File: config.mk
export PLATFORM = sky130hd
export DESIGN_NAME = key_event_queue_flat
export DESIGN_NICKNAME = d
export VERILOG_FILES = /design/src/rtl/key_event_queue_pkg.sv /design/src/rtl/key_event_queue_if.sv /design/src/rtl/key_event_queue_fifo.sv /design/src/rtl/key_event_queue.sv /design/src/flat_wrapper.sv
export SDC_FILE = /design/constraint.sdc
export NUM_CORES = 1
export LEC_CHECK = 0
export CAP_MARGIN = 20
export CORE_UTILIZATION = 45
export CTS_BUF_LIST = sky130_fd_sc_hd__clkbuf_16
export CTS_CLUSTER_SIZE = 16
export DETAILED_ROUTE_END_ITERATION = 12
export MAX_ROUTING_LAYER = met4
export PLACE_DENSITY_LB_ADDON = 0.2
export RECOVER_POWER = 50
export SYNTH_ARGS = -nofsm -noshare
export SYNTH_HDL_FRONTEND = slang
export SYNTH_SLANG_ARGS = --single-unit
File: constraint.sdc
create_clock -name CLK -period 5.55 [get_ports CLK]
set_clock_uncertainty 0.15 [all_clocks]
set_input_delay 0.8325 -clock CLK [delete_from_list [all_inputs] [get_ports CLK]]
set_output_delay 0.8325 -clock CLK [all_outputs]
set_load 0.01 [all_outputs]
File: src/rtl/key_event_queue_pkg.sv
// Shared widths, debounce default and FSM encoding for the key event queue.
// Also holds small bitmap helpers used by the debouncer.
package key_pkg;
    localparam int KEY_CODE_W           = 4;
    localparam int KEY_MAP_W            = 16;
    localparam int DEBOUNCE_SAMPLES_DEF = 3;

    typedef enum logic [1:0] {
        ST_IDLE    = 2'd0,
        ST_CONFIRM = 2'd1,
        ST_HELD    = 2'd2,
        ST_RELEASE = 2'd3
    } deb_state_e;

    function automatic logic [4:0] key_popcount(input logic [KEY_MAP_W-1:0] m);
        logic [4:0] c;
        c = '0;
        for (int i = 0; i < KEY_MAP_W; i++) c = c + 5'(m[i]);
        return c;
    endfunction

    // Lowest set bit; only meaningful when exactly one bit is set.
    function automatic logic [KEY_CODE_W-1:0] key_index(input logic [KEY_MAP_W-1:0] m);
        logic [KEY_CODE_W-1:0] idx;
        idx = '0;
        for (int i = KEY_MAP_W - 1; i >= 0; i--) if (m[i]) idx = KEY_CODE_W'(i);
        return idx;
    endfunction
endpackage

File: src/rtl/key_event_queue_if.sv
// Key event stream: head code plus valid/ready handshake towards the consumer.
interface key_event_queue_if;
    logic [key_pkg::KEY_CODE_W-1:0] key_code;
    logic                           key_valid;
    logic                           key_ready;

    modport master (output key_code, output key_valid, input  key_ready);
    modport slave  (input  key_code, input  key_valid, output key_ready);
endinterface

File: src/rtl/key_event_queue_fifo.sv
// First-word fall-through event FIFO with wrap-bit pointers.
// A push while full is accepted only when a pop frees the slot on the same edge.
module key_fifo #(
    parameter int WIDTH      = 4,
    parameter int FIFO_DEPTH = 4
) (
    input  logic             clk,
    input  logic             rst_n,
    input  logic             push,
    input  logic [WIDTH-1:0] data,
    input  logic             pop,
    output logic [WIDTH-1:0] head,
    output logic             empty,
    output logic             full
);
    localparam int AW = $clog2(FIFO_DEPTH);
    localparam int PW = AW + 1;

    logic [WIDTH-1:0] r_mem [FIFO_DEPTH];
    logic [PW-1:0]    r_wr_ptr;
    logic [PW-1:0]    r_rd_ptr;
    logic             w_do_pop;
    logic             w_do_push;

    assign empty     = (r_wr_ptr == r_rd_ptr);
    assign full      = (r_wr_ptr[AW] != r_rd_ptr[AW]) &&
                       (r_wr_ptr[AW-1:0] == r_rd_ptr[AW-1:0]);
    assign w_do_pop  = pop && !empty;
    assign w_do_push = push && (!full || w_do_pop);
    // Forced to zero when empty so a stale slot never shows after reset.
    assign head      = empty ? '0 : r_mem[r_rd_ptr[AW-1:0]];

    always_ff @(posedge clk or negedge rst_n) begin
        if (!rst_n) begin
            r_wr_ptr <= '0;
            r_rd_ptr <= '0;
        end else begin
            if (w_do_push) r_wr_ptr <= r_wr_ptr + 1'b1;
            if (w_do_pop)  r_rd_ptr <= r_rd_ptr + 1'b1;
        end
    end

    always_ff @(posedge clk) begin
        if (w_do_push) r_mem[r_wr_ptr[AW-1:0]] <= data;
    end
endmodule

File: src/rtl/key_event_queue.sv
// Keypad debouncer: 60 Hz strobe synchroniser, press/release debounce FSM,
// and a small event FIFO with sticky overflow.
module key_event_queue
    import key_pkg::*;
#(
    parameter int DEBOUNCE_SAMPLES = DEBOUNCE_SAMPLES_DEF,
    parameter int FIFO_DEPTH       = 4
) (
    input  logic                 CLK,
    input  logic                 RST_N,
    input  logic                 CLK_60HZ,
    input  logic [KEY_MAP_W-1:0] user_input,
    output logic                 multi_key,
    output logic                 overflow,
    key_event_queue_if.master    evt
);
    localparam logic [3:0] DS_N = 4'(DEBOUNCE_SAMPLES);

    logic [2:0]            r_sync;
    logic                  r_tick;
    logic                  r_multi;
    logic                  r_overflow;
    deb_state_e            r_state;
    deb_state_e            w_state_nx;
    logic [3:0]            r_cnt;
    logic [3:0]            w_cnt_nx;
    logic [3:0]            w_cnt_inc;
    logic [KEY_CODE_W-1:0] r_cand;
    logic [KEY_CODE_W-1:0] w_cand_nx;
    logic                  w_push;
    logic                  w_single;
    logic                  w_zero;
    logic [KEY_CODE_W-1:0] w_code;
    logic                  w_empty;
    logic                  w_full;
    logic                  w_pop;

    // Two sync flops, third flop for rising-edge detection, registered tick.
    always_ff @(posedge CLK or negedge RST_N) begin
        if (!RST_N) begin
            r_sync <= '0;
            r_tick <= 1'b0;
        end else begin
            r_sync <= {r_sync[1:0], CLK_60HZ};
            r_tick <= r_sync[1] & ~r_sync[2];
        end
    end

    assign w_single  = (key_popcount(user_input) == 5'd1);
    assign w_zero    = (user_input == '0);
    assign w_code    = key_index(user_input);
    assign w_cnt_inc = r_cnt + 4'd1;

    always_ff @(posedge CLK or negedge RST_N) begin
        if (!RST_N) begin
            r_state <= ST_IDLE;
            r_cnt   <= '0;
            r_cand  <= '0;
            r_multi <= 1'b0;
        end else begin
            r_state <= w_state_nx;
            r_cnt   <= w_cnt_nx;
            r_cand  <= w_cand_nx;
            if (r_tick) r_multi <= (key_popcount(user_input) > 5'd1);
        end
    end

    always_comb begin
        w_state_nx = r_state;
        w_cnt_nx   = r_cnt;
        w_cand_nx  = r_cand;
        w_push     = 1'b0;
        if (r_tick) begin
            unique case (r_state)
                ST_IDLE: begin
                    if (w_single) begin
                        w_cand_nx  = w_code;
                        w_cnt_nx   = 4'd1;
                        w_state_nx = ST_CONFIRM;
                    end
                end
                ST_CONFIRM: begin
                    if (w_single && (w_code == r_cand)) begin
                        w_cnt_nx = w_cnt_inc;
                        if (w_cnt_inc == DS_N) begin
                            w_push     = 1'b1;
                            w_state_nx = ST_HELD;
                        end
                    end else begin
                        w_cnt_nx   = '0;
                        w_state_nx = ST_IDLE;
                    end
                end
                // Any non-zero bitmap keeps us held: no repeat, extra keys ignored.
                ST_HELD: begin
                    if (w_zero) begin
                        w_cnt_nx   = 4'd1;
                        w_state_nx = ST_RELEASE;
                    end
                end
                ST_RELEASE: begin
                    if (w_zero) begin
                        w_cnt_nx = w_cnt_inc;
                        if (w_cnt_inc == DS_N) w_state_nx = ST_IDLE;
                    end else begin
                        w_state_nx = ST_HELD;
                    end
                end
                default: w_state_nx = ST_IDLE;
            endcase
        end
    end

    assign w_pop = evt.key_ready && !w_empty;

    key_fifo #(
        .WIDTH      (KEY_CODE_W),
        .FIFO_DEPTH (FIFO_DEPTH)
    ) u_fifo (
        .clk   (CLK),
        .rst_n (RST_N),
        .push  (w_push),
        .data  (r_cand),
        .pop   (evt.key_ready),
        .head  (evt.key_code),
        .empty (w_empty),
        .full  (w_full)
    );

    always_ff @(posedge CLK or negedge RST_N) begin
        if (!RST_N)                         r_overflow <= 1'b0;
        else if (w_push && w_full && !w_pop) r_overflow <= 1'b1;
    end

    assign evt.key_valid = !w_empty;
    assign multi_key     = r_multi;
    assign overflow      = r_overflow;
endmodule
File: src/flat_wrapper.sv
// flat-port wrapper written by rule: the top's interface ports become plain ports
module key_event_queue_flat import key_pkg::*;
#(
    parameter int DEBOUNCE_SAMPLES = DEBOUNCE_SAMPLES_DEF,
    parameter int FIFO_DEPTH       = 4
)
  (CLK, RST_N, CLK_60HZ, user_input, multi_key, overflow, evt_key_code, evt_key_valid, evt_key_ready);
  key_event_queue_if evt_i ();
  input  logic CLK;
  input  logic RST_N;
  input  logic CLK_60HZ;
  input  logic [KEY_MAP_W-1:0] user_input;
  output logic multi_key;
  output logic overflow;
  output wire logic [$bits(evt_i.key_code)-1:0] evt_key_code;
  output wire logic [$bits(evt_i.key_valid)-1:0] evt_key_valid;
  input wire logic [$bits(evt_i.key_ready)-1:0] evt_key_ready;
  assign evt_key_code = evt_i.key_code;
  assign evt_key_valid = evt_i.key_valid;
  assign evt_i.key_ready = evt_key_ready;
  key_event_queue #(.DEBOUNCE_SAMPLES(DEBOUNCE_SAMPLES), .FIFO_DEPTH(FIFO_DEPTH)) u_core (.CLK(CLK), .RST_N(RST_N), .CLK_60HZ(CLK_60HZ), .user_input(user_input), .multi_key(multi_key), .overflow(overflow), .evt(evt_i));
endmodule
==> impl_metrics.env, run 1 <==
export IMPL_synthAdderAreaFrac_pct=14.9
export IMPL_r2r_cells=8
export IMPL_h_tree_depth=2
export IMPL_ys_ff_latch=38
export IMPL_worstPathCellList="buf_8 -> inv_4 -> ha_4 -> inv_2 -> fa_1 -> fa_1 -> fa_1 -> fa_1 -> fa_2 -> inv_2 -> fa_1 -> or3_4 -> nor3_4 -> buf_4 -> buf_4 -> nand3_2 -> or3_4 -> o31ai_2"
export IMPL_hold_start="u_core.r_sync[0]$_DFF_PN0_"
export IMPL_final_nets=328
export IMPL_row_count=26
export IMPL_yosysSeqAreaShare_pct=40.8
export IMPL_cp_common_cell="fa_1"
export IMPL_reg2reg_from="u_core.r_cnt[0]$_DFFE_PN0P_"
export IMPL_fmaxAchievable_mhz=184
export IMPL_path_clk_slew_ps=60
export IMPL_viasPerCell=5.39
export IMPL_synth_nets=271
export IMPL_yosysWarnings=0
export IMPL_period_share_pct=97.8
export IMPL_dieArea_sq_um=5910
export IMPL_postSynthAreaPerCell_sq_um=11.1
export IMPL_yosys_mux_area_fraction_pct=5.95
export IMPL_synth_top_cell_by_area="dfrtp_1"
export IMPL_min_path_cells=0
export IMPL_drive_gt1_share_pct=26.3
export IMPL_min_period_ps=5430
export IMPL_cp_required_ps=5590
export IMPL_grt_usage_pct=20.3
export IMPL_insertion_delay_ps=280
export IMPL_wl_per_cell_microns=15.2
export IMPL_fillers=442
export IMPL_setup_worst_path_class="in2reg"
export IMPL_drc=0
export IMPL_worst_hold_path_endpoint="u_core.r_sync[1]$_DFF_PN0_"
export IMPL_ys_flop_type="dfrtp_1"
export IMPL_gp_congestion=0.851
export IMPL_start_kind="input pin"
export IMPL_critPathSlowestCell="fa_1"
export IMPL_hpwl_microns=4030
export IMPL_die_w_microns=76.9
export IMPL_cp_top_family="adder cells"
export IMPL_timing_final_ws_setup_ps=124
export IMPL_power_leakage_uw=0.00142
export IMPL_worstMarginPinSlew_ps=1030
export IMPL_cp_max_fo=3
export IMPL_max_cap_violations=0
export IMPL_firstDrtPassIters=4
export IMPL_start_util_pct=47.9
export IMPL_synth_top_family_by_area="simple AND/OR/NAND/NOR gates"
export IMPL_synth_compound_area_share_pct=11.9
export IMPL_core_area_sq_um=5270
export IMPL_grt_pass1_vias=1954
export IMPL_critPathBufInv=6
export IMPL_cts_tree="done"
export IMPL_synthSimpleGateAreaFrac_pct=19.0
export IMPL_end_kind="flop"
export IMPL_synth_most_common_cell="inv_1"
export IMPL_drv_slew=0
export IMPL_synth_area_top_cells="dfrtp_1 (22%), edfxtp_1 (19%), fa_1 (7.9%)"
export IMPL_cts_root_buffer="clkbuf_16"
export IMPL_cts_buffers=5
export IMPL_netlist_area_sq_um=2520
export IMPL_synthTopCellsByCount="inv_1 (28), dfrtp_1 (22), edfxtp_1 (16), ha_1 (14), nor2_1 (11)"
export IMPL_hold_path_class="reg2reg"
export IMPL_irDropWorstVdd_v=0.000209
export IMPL_final_hold_violation_count=0
export IMPL_r2r_setup_slack_ps=3120
export IMPL_critPathMaxStageDelay_ps=550
export IMPL_cp_arrival_ps=5460
export IMPL_n_antenna_cell=0
export IMPL_status="completed"
export IMPL_drt_total_wl_microns=5390
export IMPL_rsz0062_at_grt="true"
export IMPL_drt_iter0_drc=110
export IMPL_synth_edf_count=16
export IMPL_clock_sinks=38
export IMPL_setup_viol=0
export IMPL_dieHeight_microns=76.9
export IMPL_grt_max_degree=23
export IMPL_pre_cts_ws_ps=-628
export IMPL_slew_headroom_pct=31.3
export IMPL_cts_path_max_buffers=2
export IMPL_area_growth_pct=33.0
export IMPL_ioPinCount=27
export IMPL_r2r_end="u_core.u_fifo.r_mem[2][3]$_DFFE_PP_"
export IMPL_power_density_nw_per_um2=364
export IMPL_netlist_instances=227
export IMPL_vias=1914
export IMPL_async_flop_share_pct=57.9
export IMPL_synth_cell_types=53
export IMPL_grt_antenna_before_repair=0
export IMPL_fin_total_pwr_uw=1220
export IMPL_synth_top_cell_area_share_pct=21.8
export IMPL_grt_overflow=0
export IMPL_synth_xor_area_share_pct=2.78
export IMPL_grt_first_pass_wirelength_microns=9020
export IMPL_ant_nets=0
export IMPL_port_buffers=26
==> worst register-to-register path, delay by kind of cell (launching register included) <==
kind	cells	cell delay [ps]
AO/OA/AOI/OAI	1	220
AND/OR/NAND/NOR	5	800
flip-flops	1	510
adder cells (fa/ha/maj)	1	270
buffers and inverters	1	190
==> how the worst max path moves through the flow <==
| stage | from | endpoint | slack, ps | cells past startpoint |
|---|---|---|---|---|
| after floorplan | user_input[0] | u_core.u_fifo.r_mem[0][0]$_DFFE_PP_ | 20 | 15 |
| after global placement | user_input[0] | u_core.u_fifo.r_mem[1][1]$_DFFE_PP_ | -530 | 17 |
| after detailed placement | user_input[0] | u_core.u_fifo.r_mem[2][2]$_DFFE_PP_ | -630 | 17 |
| after CTS | user_input[0] | u_core.u_fifo.r_mem[2][3]$_DFFE_PP_ | -80 | 17 |
| after global routing | user_input[0] | u_core.r_cnt[0]$_DFFE_PN0P_ | -40 | 18 |
| final | user_input[0] | u_core.r_cnt[0]$_DFFE_PN0P_ | 120 | 18 |
==> cell usage in the layout, fill, tap and decap left out, drive strengths merged, types with 3 or more instances in the layout <==
| cell type | synthesis | routed |
|---|---|---|
| or3 | 3 | 3 |
| dlygate4sd2 | 0 | 5 |
| nor2b | 3 | 3 |
| nor4 | 5 | 5 |
| o31ai | 5 | 5 |
| nand4 | 4 | 4 |
| clkbuf | 3 | 6 |
| nor2 | 11 | 11 |
| and2 | 9 | 9 |
| ha | 14 | 14 |
| nand2 | 8 | 8 |
| nand3 | 9 | 9 |
| dfrtp | 22 | 22 |
| mux2 | 5 | 5 |
| mux4 | 4 | 4 |
| and3 | 4 | 4 |
| clkdlybuf4s50 | 0 | 17 |
| buf | 0 | 28 |
| nor3 | 7 | 7 |
| xnor2 | 7 | 7 |
| or4 | 4 | 4 |
| edfxtp | 16 | 16 |
| o21ai | 6 | 6 |
| a21oi | 7 | 7 |
| inv | 28 | 28 |
| fa | 10 | 10 |
| nand2b | 4 | 4 |
==> sequential cells by signal (all words and copies together) (netlist names) <==
register	flops
u_core.u_fifo.r_mem	16
u_core.r_cand	4
u_core.r_cnt	4
u_core.r_sync	3
u_core.u_fifo.r_rd_ptr	3
u_core.u_fifo.r_wr_ptr	3
u_core.r_state	2
u_core.multi_key	1
u_core.overflow	1
u_core.r_tick	1
==> area by class of cell <==
type | count | area (sq um) | area share [%]
inverter | 28 | 110 | 3.28
tap | 70 | 87.6 | 2.61
timing repair buffer | 53 | 470 | 14.0
clock inverter | 3 | 63.8 | 1.90
clock buffer | 5 | 125 | 3.73
sequential | 38 | 1030 | 30.7
multi-input combinational | 158 | 1470 | 43.8
==> per-stage QoR <==
stage,instances,hold slack [ps],cell area (sq um),setup TNS (ps),util (%)
4_1_cts,353,201,3290,-1310,62.4
3_5_place_dp,342,189,3050,-17420,57.9
3_3_place_gp,342,185,3050,-14840,57.9
6_report,355,203,3360,0,63.7
2_1_floorplan,227,181,2550,0,-
5_1_grt,355,222,3360,-301,63.7
==> logic make-up (layout without fill, tap and decap cells) <==
logic type                 after synthesis  count (layout)
AOI/OAI and AO/OA                       39              39
xor gates and xnor gates                 8               8
adders and majority gates               24              24
buffers and inverters                   31              89
DFF                                     38              38
muxes                                    9               9
and+or+nand+nor                         78              78
==> per-layer routing <==
metal | share of wire, % | GRT usage, % | up-vias
met5 | 0 | - | -
met2 | 53 | 36.5 | 50
met4 | 0.98 | 5.19 | 0
met1 | 43 | 23.6 | 924
li1 | - | - | 936
met3 | 2.8 | 2.86 | 4
==> report_power, final <==
part,leakage (uW),internal (uW),switching (uW)
registers,0.000438,330,61.8
clock network,0.0000915,256,102
logic,0.000887,257,217
==> timing repair <==
item	4_1_cts	5_1_grt
pin swaps	14	15
resized for setup	25	12
setup endpoints to repair	30	30
setup buffers	3	1
hold buffers	0	0
(Power assumes the default switching activity.)
==> run 2, diff against run 1 <==
- PLACE_DENSITY: unset -> 0.67
- PLACE_DENSITY_LB_ADDON: 0.2 -> unset
==> impl_metrics.env, run 2 (synthesis results as in run 1) <==
export IMPL_status="completed"
export IMPL_drive_gt1_share_pct=32.1
export IMPL_met3_length_microns=191
export IMPL_cts_root_buffer="clkbuf_16"
export IMPL_period_share_pct=99.8
export IMPL_setup_worst_path_class="in2reg"
export IMPL_grt_pass1_vias=2055
export IMPL_grt_max_degree=23
export IMPL_fillers=418
export IMPL_start_util_pct=47.9
export IMPL_final_nets=358
export IMPL_wl_met1_microns=2430
export IMPL_cts_buffers=5
export IMPL_hold_start="u_core.r_sync[0]$_DFF_PN0_"
export IMPL_worstMarginPinSlew_ps=1080
export IMPL_r2r_end="u_core.u_fifo.r_mem[1][0]$_DFFE_PP_"
export IMPL_cts_path_max_buffers=2
export IMPL_grt_antenna_before_repair=0
export IMPL_cp_max_fo=4
export IMPL_fmaxAchievable_mhz=181
export IMPL_whs_ps=201
export IMPL_slew_headroom_pct=28.3
export IMPL_final_common_cell="buf_4"
export IMPL_setup_viol=0
export IMPL_dpl_cell_area_sq_um=3050
export IMPL_largest_reg_flops=16
export IMPL_min_path_cells=0
export IMPL_ff_latch_area_sq_um=1030
export IMPL_min_period_ps=5540
export IMPL_worst_hold_path_endpoint="u_core.r_sync[1]$_DFF_PN0_"
export IMPL_drt_total_wl_microns=5820
export IMPL_reg2reg_from="u_core.r_cnt[0]$_DFFE_PN0P_"
export IMPL_dieHeight_microns=76.9
export IMPL_fin_setup_tns_ps=0
export IMPL_clock_sinks=38
export IMPL_max_cap_violations=0
export IMPL_grt_usage_pct=22.7
export IMPL_ant_nets=0
export IMPL_power_leakage_uw=0.00153
export IMPL_dr_max_layer_used="met4"
export IMPL_hpwl_microns=3810
export IMPL_drv_slew=0
export IMPL_grt_first_pass_wirelength_microns=9980
export IMPL_dieArea_sq_um=5910
export IMPL_postLayoutCellArea_sq_um=3500
export IMPL_core_area_sq_um=5270
export IMPL_wl_per_cell_microns=15.1
export IMPL_firstDrtPassIters=4
export IMPL_multi_input_area_sq_um=1440
export IMPL_critPathBufInv=30
export IMPL_h_tree_depth=2
export IMPL_cp_arrival_ps=5380
export IMPL_cts_tree="done"
export IMPL_routed_wl_met2_microns=2950
export IMPL_timing_final_ws_setup_ps=11.2
export IMPL_final_hold_violation_count=0
export IMPL_insertion_delay_ps=280
export IMPL_area_growth_pct=38.7
export IMPL_grt_overflow=0
export IMPL_layout_common_cells="buf_4 (55), inv_1 (23), dfrtp_1 (22)"
export IMPL_rsz0062_at_grt="true"
export IMPL_end_kind="flop"
export IMPL_row_count=26
export IMPL_r2r_setup_slack_ps=3150
export IMPL_power_density_nw_per_um2=326
export IMPL_critPathMaxStageDelay_ps=280
export IMPL_port_buffers=26
export IMPL_drc=0
export IMPL_drt_iter0_drc=102
export IMPL_ioPinCount=27
export IMPL_utilization_pct=66.4
export IMPL_r2r_cells=8
export IMPL_start_kind="input pin"
export IMPL_n_antenna_cell=0
export IMPL_vias=2064
export IMPL_irDropWorstVdd_v=0.000195
export IMPL_hold_path_class="reg2reg"
export IMPL_cp_common_cell="buf_4"
export IMPL_ctsHoldBuffers=0
export IMPL_gp_congestion=0.833
export IMPL_cp_top_family="buffers and inverters"
export IMPL_path_clk_slew_ps=50
export IMPL_pre_cts_ws_ps=-639
export IMPL_critPathSlowestCell="nor4_4"
export IMPL_die_w_microns=76.9
export IMPL_cp_required_ps=5400
export IMPL_viasPerCell=5.36
## run 2: cell count changes in the layout (fill, tap and decap cells not counted), sizes merged
cell      previous run  this run
buf                 28        58
bufinv               2         0
clkinv               1         2
clkinvlp             0         1
## run 2: power breakdown
part | switching, uW | total [uW] | internal [uW]
combinational | 211 | 485 | 273
clock | 103 | 267 | 164
sequential | 58.5 | 389 | 330
## run 2: stage by stage
step / instances / power, uW
2_1_floorplan: 227 / 666
3_3_place_gp: 342 / 825
3_5_place_dp: 342 / 831
4_1_cts: 381 / 1130
5_1_grt: 385 / 1230
6_report: 385 / 1140
## run 2: cell type report
cell class	count	share of cell area (%)
well taps	70	2.50
repair buffers	83	19.8
inverters	28	3.15
multi-input cells	158	41.1
flip-flops and latches	38	29.4
clock inverters	3	0.465
clock buffers	5	3.57
## run 2: worst reg2reg max path, stage by stage, from the launching register on
cell     delay [ps]
dfrtp_1         470
ha_1            250
nand2_1          60
nor3_1          140
o21a_1          230
nand3_1         140
nor4_4          330
buf_4           180
and2_4          160
## run 2: how the worst max path moves through the flow
stage | from | end | slack [ps] | cells after the start
final | user_input[1] | u_core.u_fifo.r_mem[1][0]$_DFFE_PP_ | 10 | 35
after detailed placement | user_input[0] | u_core.u_fifo.r_mem[1][0]$_DFFE_PP_ | -640 | 17
after global routing | user_input[0] | u_core.u_fifo.r_mem[1][3]$_DFFE_PP_ | -120 | 18
after floorplan | user_input[0] | u_core.u_fifo.r_mem[0][0]$_DFFE_PP_ | 20 | 15
after global placement | user_input[0] | u_core.r_cnt[0]$_DFFE_PN0P_ | -530 | 17
after CTS | user_input[0] | u_core.u_fifo.r_mem[1][3]$_DFFE_PP_ | -20 | 17
## run 2: what timing repair did
action,in CTS,in global routing
setup buffers,31,3
endpoints found under the setup margin,30,30
resized for setup,25,6
pin swaps,12,5
## run 2: metal layers
| metal | up-vias | track usage (%) |
|---|---|---|
| met5 | - | - |
| met4 | 0 | 12.5 |
| met3 | 22 | 3.45 |
| met2 | 61 | 36.3 |
| met1 | 983 | 27.6 |
| li1 | 998 | - |
==> run 3, diff against run 2 <==
- SLEW_MARGIN: unset -> 30
==> impl_metrics.env, run 3 (synthesis results as in run 1) <==
export IMPL_grt_antenna_before_repair=0
export IMPL_vias=2029
export IMPL_power_density_nw_per_um2=327
export IMPL_cts_tree="done"
export IMPL_status="finished, violations left"
export IMPL_area_growth_pct=38.1
export IMPL_setup_worst_path_class="in2reg"
export IMPL_p_clk_share_pct=23.5
export IMPL_rsz0062_at_grt="true"
export IMPL_end_kind="flop"
export IMPL_path_clk_slew_ps=50
export IMPL_power_leakage_uw=0.00153
export IMPL_worstMarginPinSlew_ps=1280
export IMPL_fin_setup_tns_ps=-22.2
export IMPL_switchingPower_uw=375
export IMPL_combPwrFrac_pct=42.3
export IMPL_grt_usage_pct=22.2
export IMPL_violations="setup timing"
export IMPL_cp_max_fo=4
export IMPL_wl_per_cell_microns=14.8
export IMPL_insertion_delay_ps=280
export IMPL_ioPinCount=27
export IMPL_ctsHoldBuffers=0
export IMPL_clock_sinks=38
export IMPL_die_w_microns=76.9
export IMPL_largest_reg_flops=16
export IMPL_critPathMaxStageDelay_ps=320
export IMPL_ant_nets=0
export IMPL_max_cap_violations=0
export IMPL_irDropWorstVdd_v=0.000193
export IMPL_grt_pass1_vias=2057
export IMPL_cts_path_max_buffers=2
export IMPL_gp_congestion=0.833
export IMPL_row_count=26
export IMPL_cp_common_cell="buf_4"
export IMPL_drive_gt1_share_pct=31.8
export IMPL_min_period_ps=5560
export IMPL_r2r_setup_slack_ps=3140
export IMPL_hold_path_class="reg2reg"
export IMPL_core_area_sq_um=5270
export IMPL_power_frac_seq_pct=34.2
export IMPL_place_inst=342
export IMPL_final_nets=357
export IMPL_layout_common_cells="buf_4 (55), inv_1 (23), dfrtp_1 (22)"
export IMPL_cp_arrival_ps=5400
export IMPL_dieArea_sq_um=5910
export IMPL_fmaxAchievable_mhz=180
export IMPL_start_util_pct=47.9
export IMPL_dieHeight_microns=76.9
export IMPL_grt_overflow=0
export IMPL_firstDrtPassIters=5
export IMPL_h_tree_depth=2
export IMPL_internal_power_uw=765
export IMPL_final_cells=384
export IMPL_cts_buffers=5
export IMPL_period_share_pct=100
export IMPL_cts_root_buffer="clkbuf_16"
export IMPL_swShare_pct=32.9
export IMPL_setup_viol=4
export IMPL_drc=0
export IMPL_slew_headroom_pct=14.8
export IMPL_drv_slew=0
export IMPL_hpwl_microns=3820
export IMPL_critPathSlowestCell="a211oi_2"
export IMPL_port_buffers=26
export IMPL_grt_first_pass_wirelength_microns=9750
export IMPL_timing_final_ws_setup_ps=-5.92
export IMPL_utilization_pct=66.1
export IMPL_start_kind="input pin"
export IMPL_drt_iter0_drc=69
export IMPL_drt_total_wl_microns=5670
export IMPL_viasPerCell=5.28
export IMPL_cp_required_ps=5400
export IMPL_final_common_cell="buf_4"
export IMPL_grt_max_degree=23
export IMPL_n_antenna_cell=0
export IMPL_final_hold_violation_count=0
run 3: power by group through the flow:
stage                     Clock, uW  Sequential, uW  Combinational (uW)
after global routing            287             399                 538
after global placement            0             395                 429
after floorplan                   0             366                 300
final                           268             389                 482
after CTS                       275             390                 470
after detailed placement          0             394                 437
run 3: repair_timing:
item | CTS | global route
pin swaps | 12 | 3
setup endpoints to repair | 30 | 29
buffers inserted | 31 | 3
gates resized for setup | 25 | 7
run 3: stage by stage:
step / total power, uW / setup WS [ps] / area (sq um) / hold slack [ps]
after global placement: 825 / -526 / 3050 / 186
after global routing: 1220 / -118 / 3490 / 214
after CTS: 1130 / -12.6 / 3440 / 204
after floorplan: 666 / 22.4 / 2550 / 181
after detailed placement: 831 / -634 / 3050 / 193
final: 1140 / -5.92 / 3490 / 201
run 3: layer usage:
layer / wire (microns) / global-route usage (%) / part of all wire (%) / vias up
met2: 2770 / 35.6 / 49 / 41
met4: 220 / 11.2 / 3.9 / 0
met1: 2510 / 27.3 / 44 / 976
met3: 166 / 3.33 / 2.9 / 18
met5: 0 / - / 0 / -
li1: - / - / - / 994
run 3: worst paths after layout:
kind	from	endpoint	cells after the start
min	u_core.r_sync[0]$_DFF_PN0_	u_core.r_sync[1]$_DFF_PN0_	0
min reg2reg	u_core.r_sync[0]$_DFF_PN0_	u_core.r_sync[1]$_DFF_PN0_	0
max reg2reg	u_core.r_cnt[0]$_DFFE_PN0P_	u_core.u_fifo.r_mem[1][0]$_DFFE_PP_	8
max	user_input[1]	u_core.u_fifo.r_mem[1][0]$_DFFE_PP_	35
min in group asynchronous	RST_N	u_core.r_cand[0]$_DFFE_PN0P_	1
max in group asynchronous	RST_N	u_core.r_sync[0]$_DFF_PN0_	1
run 3: area by class of cell:
type | instances | area (sq um)
fillers | 434 | 1780
multi-input cells | 158 | 1430
flip-flops and latches | 38 | 1030
repair buffers | 82 | 682
clock buffers | 5 | 125
inverters | 28 | 113
well taps | 70 | 87.6
clock inverters | 3 | 16.3
run 3: critical path: cells and delay by family:
| family | cells | cell delay [ps] |
|---|---|---|
| buffers and inverters | 30 | 3550 |
| AND/OR/NAND/NOR | 4 | 700 |
| AO/OA/AOI/OAI | 1 | 320 |
